## src/rtl/led_scan_if.sv

```systemverilog
// led_scan_if: frame handshake and row-scan display signals between producer, controller and LED array.
// LED_SCAN_BRIGHTNESS_EN adds the brightness control signal.
interface led_scan_if;
    logic [35:0] frame_in;
    logic        frame_valid;
    logic        frame_ready;
    logic [35:0] frame_out;
    logic [3:0]  COUNT;
    logic        blank;
    logic        frame_start;
`ifdef LED_SCAN_BRIGHTNESS_EN
    logic [2:0]  brightness;
    modport master (output frame_in, frame_valid, brightness,
                    input  frame_ready, frame_out, COUNT, blank, frame_start);
    modport slave  (input  frame_in, frame_valid, brightness,
                    output frame_ready, frame_out, COUNT, blank, frame_start);
`else
    modport master (output frame_in, frame_valid,
                    input  frame_ready, frame_out, COUNT, blank, frame_start);
    modport slave  (input  frame_in, frame_valid,
                    output frame_ready, frame_out, COUNT, blank, frame_start);
`endif
endinterface

```

## src/rtl/led_scan_controller.sv

```systemverilog
// led_scan_controller: 8-row LED scan scheduler with blanking and frame-boundary double buffering.
// LED_SCAN_BRIGHTNESS_EN adds PWM dimming of each row's dwell.
module led_scan_controller #(
    parameter int DWELL_CYCLES = 1024,
    parameter int BLANK_CYCLES = 4
) (
    input logic      CLOCK,
    input logic      RESET,
    led_scan_if.slave bus
);
    localparam int MAXC = (DWELL_CYCLES > BLANK_CYCLES) ? DWELL_CYCLES : BLANK_CYCLES;
    localparam int CW   = $clog2(MAXC + 1);

    typedef enum logic {BLANK, DRIVE} state_t;

    state_t        state_q, state_d;
    logic [CW-1:0] cnt_q, cnt_d;
    logic [2:0]    count_q, count_d;
    logic [35:0]   frame_out_q, frame_out_d;
    logic [35:0]   pend_q, pend_d;
    logic          pend_full_q, pend_full_d;
    logic          frame_start_q, frame_start_d;
    logic          row_end, blank_end, boundary, accept, dim;

`ifdef LED_SCAN_BRIGHTNESS_EN
    logic [2:0] bright_q, bright_d;
    logic [31:0] lim;
    assign bright_d = blank_end ? bus.brightness : bright_q;
    assign lim      = ((32'(bright_q) + 32'd1) * 32'(DWELL_CYCLES)) >> 3;
    assign dim      = 32'(cnt_q) >= lim;
    always_ff @(posedge CLOCK or negedge RESET)
        if (!RESET) bright_q <= '0;
        else        bright_q <= bright_d;
`else
    assign dim = 1'b0;
`endif

    always_comb begin
        row_end       = (state_q == DRIVE) && (cnt_q == CW'(DWELL_CYCLES - 1));
        blank_end     = (state_q == BLANK) && (cnt_q == CW'(BLANK_CYCLES - 1));
        boundary      = row_end && (count_q == 3'd7);
        accept        = bus.frame_valid && !pend_full_q;
        state_d       = row_end ? BLANK : blank_end ? DRIVE : state_q;
        cnt_d         = (row_end || blank_end) ? '0 : cnt_q + CW'(1);
        count_d       = row_end ? count_q + 3'd1 : count_q;
        pend_d        = accept ? bus.frame_in : pend_q;
        // accept needs an empty buffer and swap needs a full one, so they never collide
        pend_full_d   = accept || (pend_full_q && !boundary);
        frame_out_d   = (boundary && pend_full_q) ? pend_q : frame_out_q;
        frame_start_d = boundary;
    end

    always_ff @(posedge CLOCK or negedge RESET) begin
        if (!RESET) begin
            state_q       <= BLANK;
            cnt_q         <= '0;
            count_q       <= '0;
            frame_out_q   <= '0;
            pend_q        <= '0;
            pend_full_q   <= 1'b0;
            frame_start_q <= 1'b0;
        end else begin
            state_q       <= state_d;
            cnt_q         <= cnt_d;
            count_q       <= count_d;
            frame_out_q   <= frame_out_d;
            pend_q        <= pend_d;
            pend_full_q   <= pend_full_d;
            frame_start_q <= frame_start_d;
        end
    end

    assign bus.frame_ready = !pend_full_q;
    assign bus.frame_out   = frame_out_q;
    assign bus.COUNT       = {1'b0, count_q};
    assign bus.blank       = (state_q == BLANK) || dim;
    assign bus.frame_start = frame_start_q;
endmodule
```

## src/flat_wrapper.sv

```systemverilog
// flat-port wrapper written by rule: the top's interface ports become plain ports
module led_scan_controller_flat 
#(
    parameter int DWELL_CYCLES = 1024,
    parameter int BLANK_CYCLES = 4
)
  (CLOCK, RESET, bus_frame_in, bus_frame_valid, bus_frame_ready, bus_frame_out, bus_COUNT, bus_blank, bus_frame_start);
  led_scan_if bus_i ();
  input logic CLOCK;
  input logic RESET;
  input wire logic [$bits(bus_i.frame_in)-1:0] bus_frame_in;
  input wire logic [$bits(bus_i.frame_valid)-1:0] bus_frame_valid;
  output wire logic [$bits(bus_i.frame_ready)-1:0] bus_frame_ready;
  output wire logic [$bits(bus_i.frame_out)-1:0] bus_frame_out;
  output wire logic [$bits(bus_i.COUNT)-1:0] bus_COUNT;
  output wire logic [$bits(bus_i.blank)-1:0] bus_blank;
  output wire logic [$bits(bus_i.frame_start)-1:0] bus_frame_start;
  assign bus_i.frame_in = bus_frame_in;
  assign bus_i.frame_valid = bus_frame_valid;
  assign bus_frame_ready = bus_i.frame_ready;
  assign bus_frame_out = bus_i.frame_out;
  assign bus_COUNT = bus_i.COUNT;
  assign bus_blank = bus_i.blank;
  assign bus_frame_start = bus_i.frame_start;
  led_scan_controller #(.DWELL_CYCLES(DWELL_CYCLES), .BLANK_CYCLES(BLANK_CYCLES)) u_core (.CLOCK(CLOCK), .RESET(RESET), .bus(bus_i));
endmodule
```

## config.mk

```make
export PLATFORM = sky130hd
export DESIGN_NAME = led_scan_controller_flat
export DESIGN_NICKNAME = d
export VERILOG_FILES = /design/src/rtl/led_scan_if.sv /design/src/rtl/led_scan_controller.sv /design/src/flat_wrapper.sv
export SDC_FILE = /design/constraint.sdc
export NUM_CORES = 1
export LEC_CHECK = 0
export ABC_AREA = 1
export BUFFER_PORTS_ARGS = -buffer_cell sky130_fd_sc_hd__buf_4
export CAP_MARGIN = 20
export CORE_MARGIN = 2
export CORE_UTILIZATION = 54
export DETAILED_ROUTE_END_ITERATION = 10
export GPL_TIMING_DRIVEN = 1
export PLACE_DENSITY = 0.81
export SETUP_SLACK_MARGIN = 0.2
export SLEW_MARGIN = 15
export SYNTH_ARGS = -nofsm -noshare
export SYNTH_HDL_FRONTEND = slang
export SYNTH_SLANG_ARGS = --single-unit
```

## constraint.sdc

```tcl
create_clock -name CLOCK -period 2.16 [get_ports CLOCK]
set_input_delay 0.216 -clock CLOCK [delete_from_list [all_inputs] [get_ports CLOCK]]
set_output_delay 0.216 -clock CLOCK [all_outputs]
set_load 0.1 [all_outputs]
```

# Word-level counts from Yosys, hierarchy flattened
# Cells that the tools add are included.
[word_totals] reg_bits=89 elab_cells=27 in_bits=39
[classes] bitwise_logic=1 n_eq_ne=3 muxes=3 add_sub_neg=2 n_reduce_logical=11
[op_table] operator="$add 11x1->11 const B" count=1
[op_table] operator="$eq 11x10->1 const B" count=1
[op_table] operator="$eq 11x2->1 const B" count=1
[op_table] operator="$mux 11" count=1
[op_table] operator="$logic_and 1x1->1" count=6
[op_table] operator="$add 3x1->3 const B" count=1
[op_table] operator="$eq 3x3->1 const B" count=1
[op_table] operator="$logic_not 1->1" count=2
[op_table] operator="$logic_or 1x1->1" count=2
[op_table] operator="$mux 1" count=2
[op_table] operator="$reduce_bool 2->1" count=1
[op_table] operator="$not 1->1" count=1

# Depth between registers and ports, before layout
# Gate-level depths: netlist of the first run.
[logic_depth] word_depth=6 depth_mapped=9 depth_no_buf=8

# Worst setup path before layout of the first run
# No wires, ideal clock.
[synth_timing] kind="flip-flop to flip-flop" start="reg u_core.count_q[0]" end="reg u_core.frame_out_q[27] (netlist: u_core.bus.frame_out[27])" slack_ns=-0.087 setup_ns=0.067 stages_incl_launch_ff=7 t_arrival_ns=2.181 required_time_ns=2.093 synth_period_minus_slack_ns=2.247 path_cell_list="dfrtp_1 -> ha_1 -> ha_1 -> clkbuf_1 -> clkbuf_1 -> nand4_1 -> nand2_1"
[synth_via] elab_chain_len=3
[synth_rtl] element="start, declared" line_no="led_scan_controller.sv:18" text="logic [2:0] count_q, count_d;"
[synth_rtl] element="start signal, assigned" line_no="led_scan_controller.sv:65" text="count_q <= count_d;"
[synth_rtl] element="$eq 3x3->1" line_no="led_scan_controller.sv:41" text="boundary = row_end && (count_q == 3'd7);"
[synth_rtl] element="$logic_and 1x1->1" line_no="led_scan_controller.sv:41"
[synth_rtl] element="$logic_and 1x1->1" line_no="led_scan_controller.sv:49" text="frame_out_d = (boundary && pend_full_q) ? pend_q : frame_out_q;"
[synth_rtl] element="end signal, assigned" line_no="led_scan_controller.sv:66" text="frame_out_q <= frame_out_d;"
[synth_rtl] element="end, declared" line_no="led_scan_controller.sv:19" text="logic [35:0] frame_out_q, frame_out_d;"
# No other way between the ends.
# A chain may end at the register's enable or synchronous reset.

# Worst setup path after layout of the first run
[layout_timing] start="reg u_core.cnt_q[0]" end="reg u_core.frame_out_q[25] (netlist: u_core.bus.frame_out[25])"
[layout_via] elab_chain_len=4
[layout_rtl] element="start, declared" line_no="led_scan_controller.sv:17" text="logic [CW-1:0] cnt_q, cnt_d;"
[layout_rtl] element="start signal, assigned" line_no="led_scan_controller.sv:64" text="cnt_q <= cnt_d;"
[layout_rtl] element="$eq 11x10->1" line_no="led_scan_controller.sv:39" text="row_end = (state_q == DRIVE) && (cnt_q == CW'(DWELL_CYCLES - 1));"
[layout_rtl] element="$logic_and 1x1->1" line_no="led_scan_controller.sv:39"
[layout_rtl] element="$logic_and 1x1->1" line_no="led_scan_controller.sv:41"
[layout_rtl] element="$logic_and 1x1->1" line_no="led_scan_controller.sv:49"
# No other way between the ends.

==> tab_implementation.tex, run 1 <==
\begin{tabular}{lr}
\hline
Metric & Value \\
\hline
\multicolumn{2}{l}{\textbf{Synth}} \\
\quad Yosys cell types & 24 \\
\quad Synthesized cell area & between 3000 and 4000 um2 \\
\quad Synthesized net count & 389 \\
\quad Post-synthesis sequential area ratio & 60.0\% \\
\quad Post-synth EDFFs & 0 \\
\quad Most used flip-flop cell after synthesis & dfrtp\_1 \\
\quad Number of synthesized register bits & between 80 and 90 \\
\quad Average size of a mapped cell & between 10 and 15 um2 \\
\quad Proportion of synthesized flip-flops having asynchronous set or reset & between 90\% and 100\% \\
\quad Warnings, synthesis & 0 \\
\quad Cell count after synthesis & approximately 350 \\
\multicolumn{2}{l}{\textbf{CTS}} \\
\quad Total number of clock tree sinks & 89 \\
\quad Postcts setup bufs & 0 \\
\quad H-tree depth & 3 \\
\quad Clock buffer count from CTS & 9 \\
\quad Insertion delay of the later-clocked pin in the worst-skew pair & about 0.36 ns \\
\quad Clk root buf & clkbuf\_8 \\
\quad Maximum number of buffers from clock root to sink & 2 \\
\quad TritonCTS clock tree & built \\
\quad Register clock-pin slew on the reported worst setup and hold paths & around 0.090 ns \\
\multicolumn{2}{l}{\textbf{Routing}} \\
\quad Total wirelength of the detailed-routed design & between 7000 and 8000 um \\
\quad First-pass DRT Iterations & 4 \\
\quad Detailed router's first-iteration violation count & 253 \\
\quad Post-detailed-route wirelength per cell & about 15 um \\
\quad Drc violations & 0 \\
\quad Count of nets left with antenna violations after detail routing & 0 \\
\quad Via count & 2806 \\
\quad Post-detailed-route via-to-cell ratio & approximately 5.5 \\
\multicolumn{2}{l}{\textbf{Setup path}} \\
\quad Maximum net fanout on the critical path & 23 \\
\quad Kind of critical path & reg -> reg \\
\quad Critical register-to-register path startpoint & u\_core.cnt\_q[0]\$\_DFF\_PN0\_ \\
\quad Critical path's top delay family & simple AND/OR/NAND/NOR gates \\
\quad Cells along the critical path & ha\_1 > nand2\_1 > nor2\_1 > nand2\_2 > nor2\_8 > buf\_4 > nand4\_1 > nand2\_1 \\
\quad Reg2reg path depth & 8 \\
\quad Slowest library cell on the worst path & dfrtp\_1 \\
\quad Worst reg2reg endpoint & u\_core.bus.frame\_out[25]\$\_DFFE\_PN0P\_ \\
\quad Most common cell on crit path & nand2\_1 \\
\quad CP arrival & 2.07 ns \\
\quad Reg-to-reg slack, setup & 0.39 ns \\
\quad Kind of end point of the critical path & register \\
\quad CP startpoint kind & register \\
\quad Required time worst endpoint & roughly 2.5 ns \\
\quad Maximum cell stage delay along the critical path & around 0.40 ns \\
\quad Crit path buffers/inverters & 1 \\
\multicolumn{2}{l}{\textbf{Placed design}} \\
\quad Number of port buffers & 80 \\
\quad Setup slack at placement & 0.311 ns \\
\quad DP HPWL & approximately 5200 um \\
\quad Final estimated routing congestion in global placement & 0.811 \\
\multicolumn{2}{l}{\textbf{GRT}} \\
\quad Vias in the first global route & between 2000 and 3000 \\
\quad Busiest layer in global routing & met2 \\
\quad GR Util met3 & 3.51\% \\
\quad Number of antenna violations at the first check in global routing & 0 \\
\quad Met1 GRT Util & a little over a quarter \\
\quad Final global-route overflow total & 0 \\
\quad Global-route wire length before repair & 12600 um \\
\quad Largest net degree at the start of global routing & 48 \\
\quad Global-route usage over all layers & 21.8\% \\
\quad Met2 track utilization from global routing & 35.9\% \\
\multicolumn{2}{l}{\textbf{Pwr}} \\
\quad Proportion of power drawn by combinational gates & between 5 and 6\% \\
\quad Static Leakage & 0.00251 uW \\
\quad Part of the power in registers & roughly three fifths \\
\quad VDD IR max & 334 uV \\
\quad Switching share of power & a little under a quarter \\
\quad Internal power component & roughly 2300 uW \\
\quad Clock network fraction of total power & between 30\% and 40\% \\
\quad Net switching power & roughly 670 uW \\
\quad Power density normalized to cell area & 638 nW/um2 \\
\multicolumn{2}{l}{\textbf{Floorplan}} \\
\quad Horizontal die dimension & 86.9 um \\
\quad Chip Height & 86.9 um \\
\quad Core area & about 6700 um2 \\
\quad I/O pin count & a little over 80 \\
\quad Initial core utilization & a little under three fifths \\
\quad Row cnt & 30 \\
\quad DIE AREA & 7550 um2 \\
\multicolumn{2}{l}{\textbf{Final layout}} \\
\quad Most frequent cells in the layout & nand2\_1, dfrtp\_1, buf\_4 \\
\quad Diodes inserted & 0 \\
\quad Layout cell share with drive strength beyond 1 & roughly a third \\
\quad Commonest non-fill, non-tap cell in the layout & nand2\_1 \\
\quad Post-synthesis to final-layout area growth & 23.6\% \\
\quad Nets & between 400 and 500 \\
\multicolumn{2}{l}{\textbf{Min path}} \\
\quad Terminating pin of the worst hold path & u\_core.pend\_q[10]\$\_DFFE\_PN0P\_ \\
\quad Worst Min Path Start & bus\_frame\_in[10] \\
\quad Worst hold path cell count & 2 \\
\quad Min-Delay Path Class & in -> reg \\
\multicolumn{2}{l}{\textbf{Timing}} \\
\quad Minimum period implied by the final worst setup slack & 1.77 ns \\
\quad Number of pins exceeding their max-slew limit in the final report & 0 \\
\quad Worst-case clock skew & 0.00829 ns \\
\quad Headroom to the max-slew limit & between 60\% and 70\% \\
\quad Worst setup slack after layout & approximately 0.39 ns \\
\quad RSZ-0062 raised after global routing & no \\
\quad Worst-margin pin slew & between 0.5 and 0.6 ns \\
\quad Total of endpoints with negative setup slack in the final report & 0 \\
\quad Fmax & around 560 MHz \\
\quad Period Utilization, post-route & approximately 82\% \\
\quad Hold Vio Cnt, Final & 0 \\
\quad Total Negative Setup Slacks & 0 ns \\
\multicolumn{2}{l}{\textbf{Job}} \\
\quad Max-Cap Viols & 0 \\
\multicolumn{2}{l}{\textbf{Status}} \\
\quad Status & completed \\
\hline
\end{tabular}
## cells by family (layout without fill, tap and decap cells)
family          Yosys count  after routing  share of synthesized area (%)
mux                      36             36                           10.9
xor+xnor                  4              4                          0.944
other cells               1              1                          0.101
buf+inv                  34            118                           4.58
simple gates            176            177                           21.8
fa+ha+maj                 3              3                           1.01
flops                    89             89                           60.0
compound gates            4              4                          0.606
## layout make-up
class / count / area (um2)
inverter: 15 / 60.1
timing repair buffer: 87 / 681
tap: 80 / 100
clock buffer: 10 / 138
sequential: 89 / 2230
fill: 507 / 2130
multi-input combinational: 225 / 1340
clock inverter: 6 / 41.3
## per-layer routing
| layer | wire length (um) | share of wire [%] |
|---|---|---|
| met5 | 0 | 0 |
| met4 | 263 | 3.4 |
| met3 | 427 | 5.5 |
| met2 | 3880 | 50 |
| met1 | 3200 | 41 |
## stage by stage
step	cells	cell area, um2	utilization [%]	power [uW]	hold slack (ns)
final	512	4590	68.3	2930	0.0861
after global routing	512	4590	68.3	3040	0.0774
after CTS	511	4570	68.0	2960	0.0722
after detailed placement	494	4380	65.2	1940	0.240
after global placement	494	4380	65.2	1930	0.240
after floorplan	347	3720	-	1830	-0.0796
## what timing repair did
action	in CTS	in global routing
resized for setup	0	1
hold buffers	1	0
endpoints found under the setup margin	0	36
hold endpoints to repair	42	0
## synthesized netlist by cell type, types with 2 or more instances
master,count,area [um2]
nand2_1,97,364
nand4_1,38,238
clkbuf_1,8,30.0
a31oi_1,2,12.5
buf_4,4,30.0
buf_2,4,20.0
xor2_1,4,35.0
dfrtp_1,89,2230
buf_6,3,33.8
inv_1,14,52.6
ha_1,3,37.5
nor2_1,23,86.3
nand3_1,12,60.1
mux2_2,36,405
## registers in the layout, indices dropped and copies added (netlist names)
signal	cells
u_core.bus.frame_out	36
u_core.pend_q	36
u_core.cnt_q	11
u_core.count_q	3
u_core.bus.frame_start	1
u_core.pend_full_q	1
u_core.state_q	1
## power groups by stage
stage	clock network, uW	logic [uW]	registers, uW
CTS	1060	156	1750
global placement	0	150	1780
floorplan	0	58.9	1780
finish	1020	152	1750
detailed placement	0	154	1780
global route	1120	169	1760
## how the worst max path moves through the flow
stage                     cells past startpoint  slack, ns                     startpoint                                    to
after detailed placement                      8       0.31      u_core.cnt_q[0]$_DFF_PN0_  u_core.bus.frame_out[15]$_DFFE_PN0P_
after global routing                          8       0.23      u_core.cnt_q[0]$_DFF_PN0_  u_core.bus.frame_out[35]$_DFFE_PN0P_
final                                         8       0.39      u_core.cnt_q[0]$_DFF_PN0_  u_core.bus.frame_out[25]$_DFFE_PN0P_
after CTS                                     8       0.27      u_core.cnt_q[0]$_DFF_PN0_  u_core.bus.frame_out[24]$_DFFE_PN0P_
after floorplan                               6       0.21  u_core.count_q[0]$_DFFE_PN0P_  u_core.bus.frame_out[27]$_DFFE_PN0P_
after global placement                        8       0.42      u_core.cnt_q[0]$_DFF_PN0_  u_core.bus.frame_out[11]$_DFFE_PN0P_
Power figures use the tool's default switching activity.
==> run 2, diff against run 1 <==
- clock period: 2.16 -> 1.8 ns (I/O delays scaled with it)
==> run 2 against run 1 <==
Sequential power increased by 20%. Cell count increased by 2.5%. First-iteration DRC count decreased by 25%. Core utilization increased by 5.0 points. Maximum frequency increased by 7.4%. Global-route usage decreased by 0.20 points. Clock-buffer cell count decreased by 1. Register-to-register slack got worse by 0.24 ns. Worst hold slack got worse by 0.047 ns. Critical path type unchanged.
==> tab_implementation.tex, run 2 (same netlist as run 1, synthesis figures left out) <==
\begin{tabular}{lr}
\hline
Metric & Value \\
\hline
\multicolumn{2}{l}{\textbf{Routing}} \\
\quad Count of nets left with antenna violations after detail routing & 0 (unchanged) \\
\quad Post-detailed-route wirelength per cell & 16.2 um (+6.9\%) \\
\quad First-pass DRT Iterations & 4 (unchanged) \\
\quad Drc violations & 0 (unchanged) \\
\quad Total wirelength of the detailed-routed design & 8520 um (+9.6\%) \\
\quad Detailed router's first-iteration violation count & 189 (-25\%) \\
\quad Via count & 2859 (+1.9\%) \\
\quad Post-detailed-route via-to-cell ratio & 5.45 (-0.63\%) \\
\multicolumn{2}{l}{\textbf{GRT}} \\
\quad Largest net degree at the start of global routing & 90 (+88\%) \\
\quad Vias in the first global route & 2742 (+0.036\%) \\
\quad Final global-route overflow total & 0 (unchanged) \\
\quad Global-route usage over all layers & 21.6\% (-0.20 points) \\
\quad Global-route wire length before repair & 12600 um (+0.44\%) \\
\quad Number of antenna violations at the first check in global routing & 0 (unchanged) \\
\multicolumn{2}{l}{\textbf{Setup path}} \\
\quad Reg-to-reg slack, setup & 0.15 ns (-0.24 ns) \\
\quad Reg2reg path depth & 9 (+1) \\
\quad CP arrival & 1.91 ns (-0.16 ns) \\
\quad Kind of critical path & reg -> reg \\
\quad CP startpoint kind & register \\
\quad Required time worst endpoint & 2.06 ns (-0.39 ns) \\
\quad CP Capture Point & u\_core.bus.frame\_out[15]\$\_DFFE\_PN0P\_ \\
\quad Worst reg2reg endpoint & u\_core.bus.frame\_out[15]\$\_DFFE\_PN0P\_ \\
\quad Start point of the critical path & u\_core.cnt\_q[1]\$\_DFF\_PN0\_ \\
\quad Maximum net fanout on the critical path & 6 (-74\%) \\
\quad Kind of end point of the critical path & register \\
\quad Critical register-to-register path startpoint & u\_core.cnt\_q[1]\$\_DFF\_PN0\_ \\
\multicolumn{2}{l}{\textbf{Pwr}} \\
\quad VDD IR max & 732 uV (+120\%) \\
\quad Power density normalized to cell area & 743 nW/um2 (+16\%) \\
\quad Static Leakage & 0.00266 uW (+6.0\%) \\
\multicolumn{2}{l}{\textbf{Timing}} \\
\quad Fmax & 606 MHz (+7.4\%) \\
\quad Worst-case clock skew & 0.0159 ns (+0.00761 ns) \\
\quad Minimum period implied by the final worst setup slack & 1.65 ns (-0.122 ns) \\
\quad Worst hold slack & 0.0394 ns (-0.0466 ns) \\
\quad Number of pins exceeding their max-slew limit in the final report & 0 (unchanged) \\
\quad Total of endpoints with negative setup slack in the final report & 0 (unchanged) \\
\quad RSZ-0062 raised after global routing & yes \\
\quad Hold Vio Cnt, Final & 0 (unchanged) \\
\quad Period Utilization, post-route & 91.7\% (+9.6 points) \\
\multicolumn{2}{l}{\textbf{Floorplan}} \\
\quad Row cnt & 30 (unchanged) \\
\quad Chip Height & 86.9 um (unchanged) \\
\quad DIE AREA & 7550 um2 (unchanged) \\
\quad Core area & 6720 um2 (unchanged) \\
\quad I/O pin count & 82 (unchanged) \\
\quad Horizontal die dimension & 86.9 um (unchanged) \\
\quad Initial core utilization & 55.3\% (unchanged) \\
\multicolumn{2}{l}{\textbf{CTS}} \\
\quad TritonCTS clock tree & built \\
\quad Total number of clock tree sinks & 89 (unchanged) \\
\quad Maximum number of buffers from clock root to sink & 2 (unchanged) \\
\quad Clk root buf & clkbuf\_8 \\
\quad H-tree depth & 3 (unchanged) \\
\quad Register clock-pin slew on the reported worst setup and hold paths & 0.10 ns (about the same) \\
\quad Clock buffer count from CTS & 9 (unchanged) \\
\quad Insertion delay of the later-clocked pin in the worst-skew pair & 0.36 ns (about the same) \\
\multicolumn{2}{l}{\textbf{Final layout}} \\
\quad Layout cell share with drive strength beyond 1 & 42.5\% (+7.7 points) \\
\quad Nets & 482 (+2.8\%) \\
\quad Commonest non-fill, non-tap cell in the layout & buf\_4 \\
\quad Area used by multi-input combinational logic & 1470 um2 (+9.7\%) \\
\quad Fill cell count & 452 (-11\%) \\
\quad Final core utilization & 73.3\% (+5.0 points) \\
\quad Non-Filler Cell Area, Final & 4920 um2 (+7.3\%) \\
\quad Area taken by flip-flops and latches & 2240 um2 (+0.28\%) \\
\quad Post-synthesis to final-layout area growth & 32.6\% \\
\quad Most frequent cells in the layout & buf\_4, dfrtp\_1, nand2\_1 \\
\quad Diodes inserted & 0 (unchanged) \\
\multicolumn{2}{l}{\textbf{Placed design}} \\
\quad DP HPWL & 5220 um (+0.90\%) \\
\quad Number of port buffers & 80 (unchanged) \\
\quad Final estimated routing congestion in global placement & 0.868 (+7.1\%) \\
\quad Area of placed instances & 4410 um2 (+0.60\%) \\
\multicolumn{2}{l}{\textbf{Job}} \\
\quad Max-Cap Viols & 0 (unchanged) \\
\multicolumn{2}{l}{\textbf{Status}} \\
\quad Status & completed \\
\multicolumn{2}{l}{\textbf{Min path}} \\
\quad Min-Delay Path Class & in -> reg \\
\quad Worst Min Path Start & bus\_frame\_in[20] \\
\hline
\end{tabular}
-- run 2: cell types whose count changed in the layout (fill, tap and decap cells not counted), moves of 2 or more --
cell       previous run  this run
buf_4                84        92
ha_1                  2         0
inv_6                 1         3
nand2_4               0         9
nor2_4                0         2
nand2_1              96        74
buf_6                 0         2
clkbuf_16             0         3
ha_4                  0         3
dfrtp_4               0         2
nand2_2               2        15
-- run 2: per-stage QoR --
| stage | setup slack, ns | TNS, ns | instances | total power [uW] |
|---|---|---|---|---|
| 2_1_floorplan | 0.0280 | 0 | 347 | 2200 |
| 3_3_place_gp | 0.151 | 0 | 496 | 2320 |
| 3_5_place_dp | -0.0176 | -0.0189 | 496 | 2330 |
| 4_1_cts | 0.186 | 0 | 517 | 3690 |
| 5_1_grt | 0.0953 | 0 | 525 | 3810 |
| 6_report | 0.149 | 0 | 525 | 3660 |
-- run 2: area by class of cell --
class	count	share of cell area [%]
clock buffers	9	2.52
flip-flops and latches	89	45.4
clock inverters	7	1.55
inverters	15	1.22
multi-input cells	224	29.8
repair buffers	101	17.4
well taps	80	2.03
-- run 2: worst min-delay path by stage --
stage | end | slack [ns] | cells past startpoint
after floorplan | u_core.bus.frame_out[0]$_DFFE_PN0P_ | -0.12 | 0
final | u_core.pend_q[20]$_DFFE_PN0P_ | 0.04 | 2
after global routing | u_core.pend_q[20]$_DFFE_PN0P_ | 0.02 | 2
after global placement | u_core.pend_q[31]$_DFFE_PN0P_ | 0.25 | 2
after CTS | u_core.pend_q[20]$_DFFE_PN0P_ | 0.03 | 2
after detailed placement | u_core.pend_q[31]$_DFFE_PN0P_ | 0.26 | 2
-- run 2: repair_timing --
| item | in CTS | in global routing |
|---|---|---|
| setup buffers | 4 | 4 |
| endpoints found under the hold margin | 89 | 0 |
| setup endpoints to repair | 37 | 49 |
| hold buffers | 1 | 0 |
| pin swaps | 2 | 5 |
| gates cloned | 0 | 4 |
| gates resized for setup | 8 | 36 |
-- run 2: per-layer routing --
layer	routed length [um]	track usage [%]	vias to the layer above
met3	355	3.03	16
met5	0	0	-
met4	166	11.9	0
met1	3450	27.7	1390
met2	4550	35.5	96
li1	-	-	1357
-- run 2: report_power, final --
group	internal, uW	total (uW)	switching, uW	leakage (uW)
logic	107	184	77.0	0.00138
registers	2070	2100	36.7	0.00118
clock network	653	1370	717	0.0000966
total	2830	3660	831	0.00266
-- run 2: worst max-delay path, stage by stage (launching register included) --
cell	delay [ns]
dfrtp_1	0.43
ha_4	0.18
nand2_4	0.07
nor2_4	0.13
nand2_4	0.09
nor2_8	0.12
nand3_4	0.19
clkbuf_16	0.24
nand2_1	0.06
nand2_1	0.06
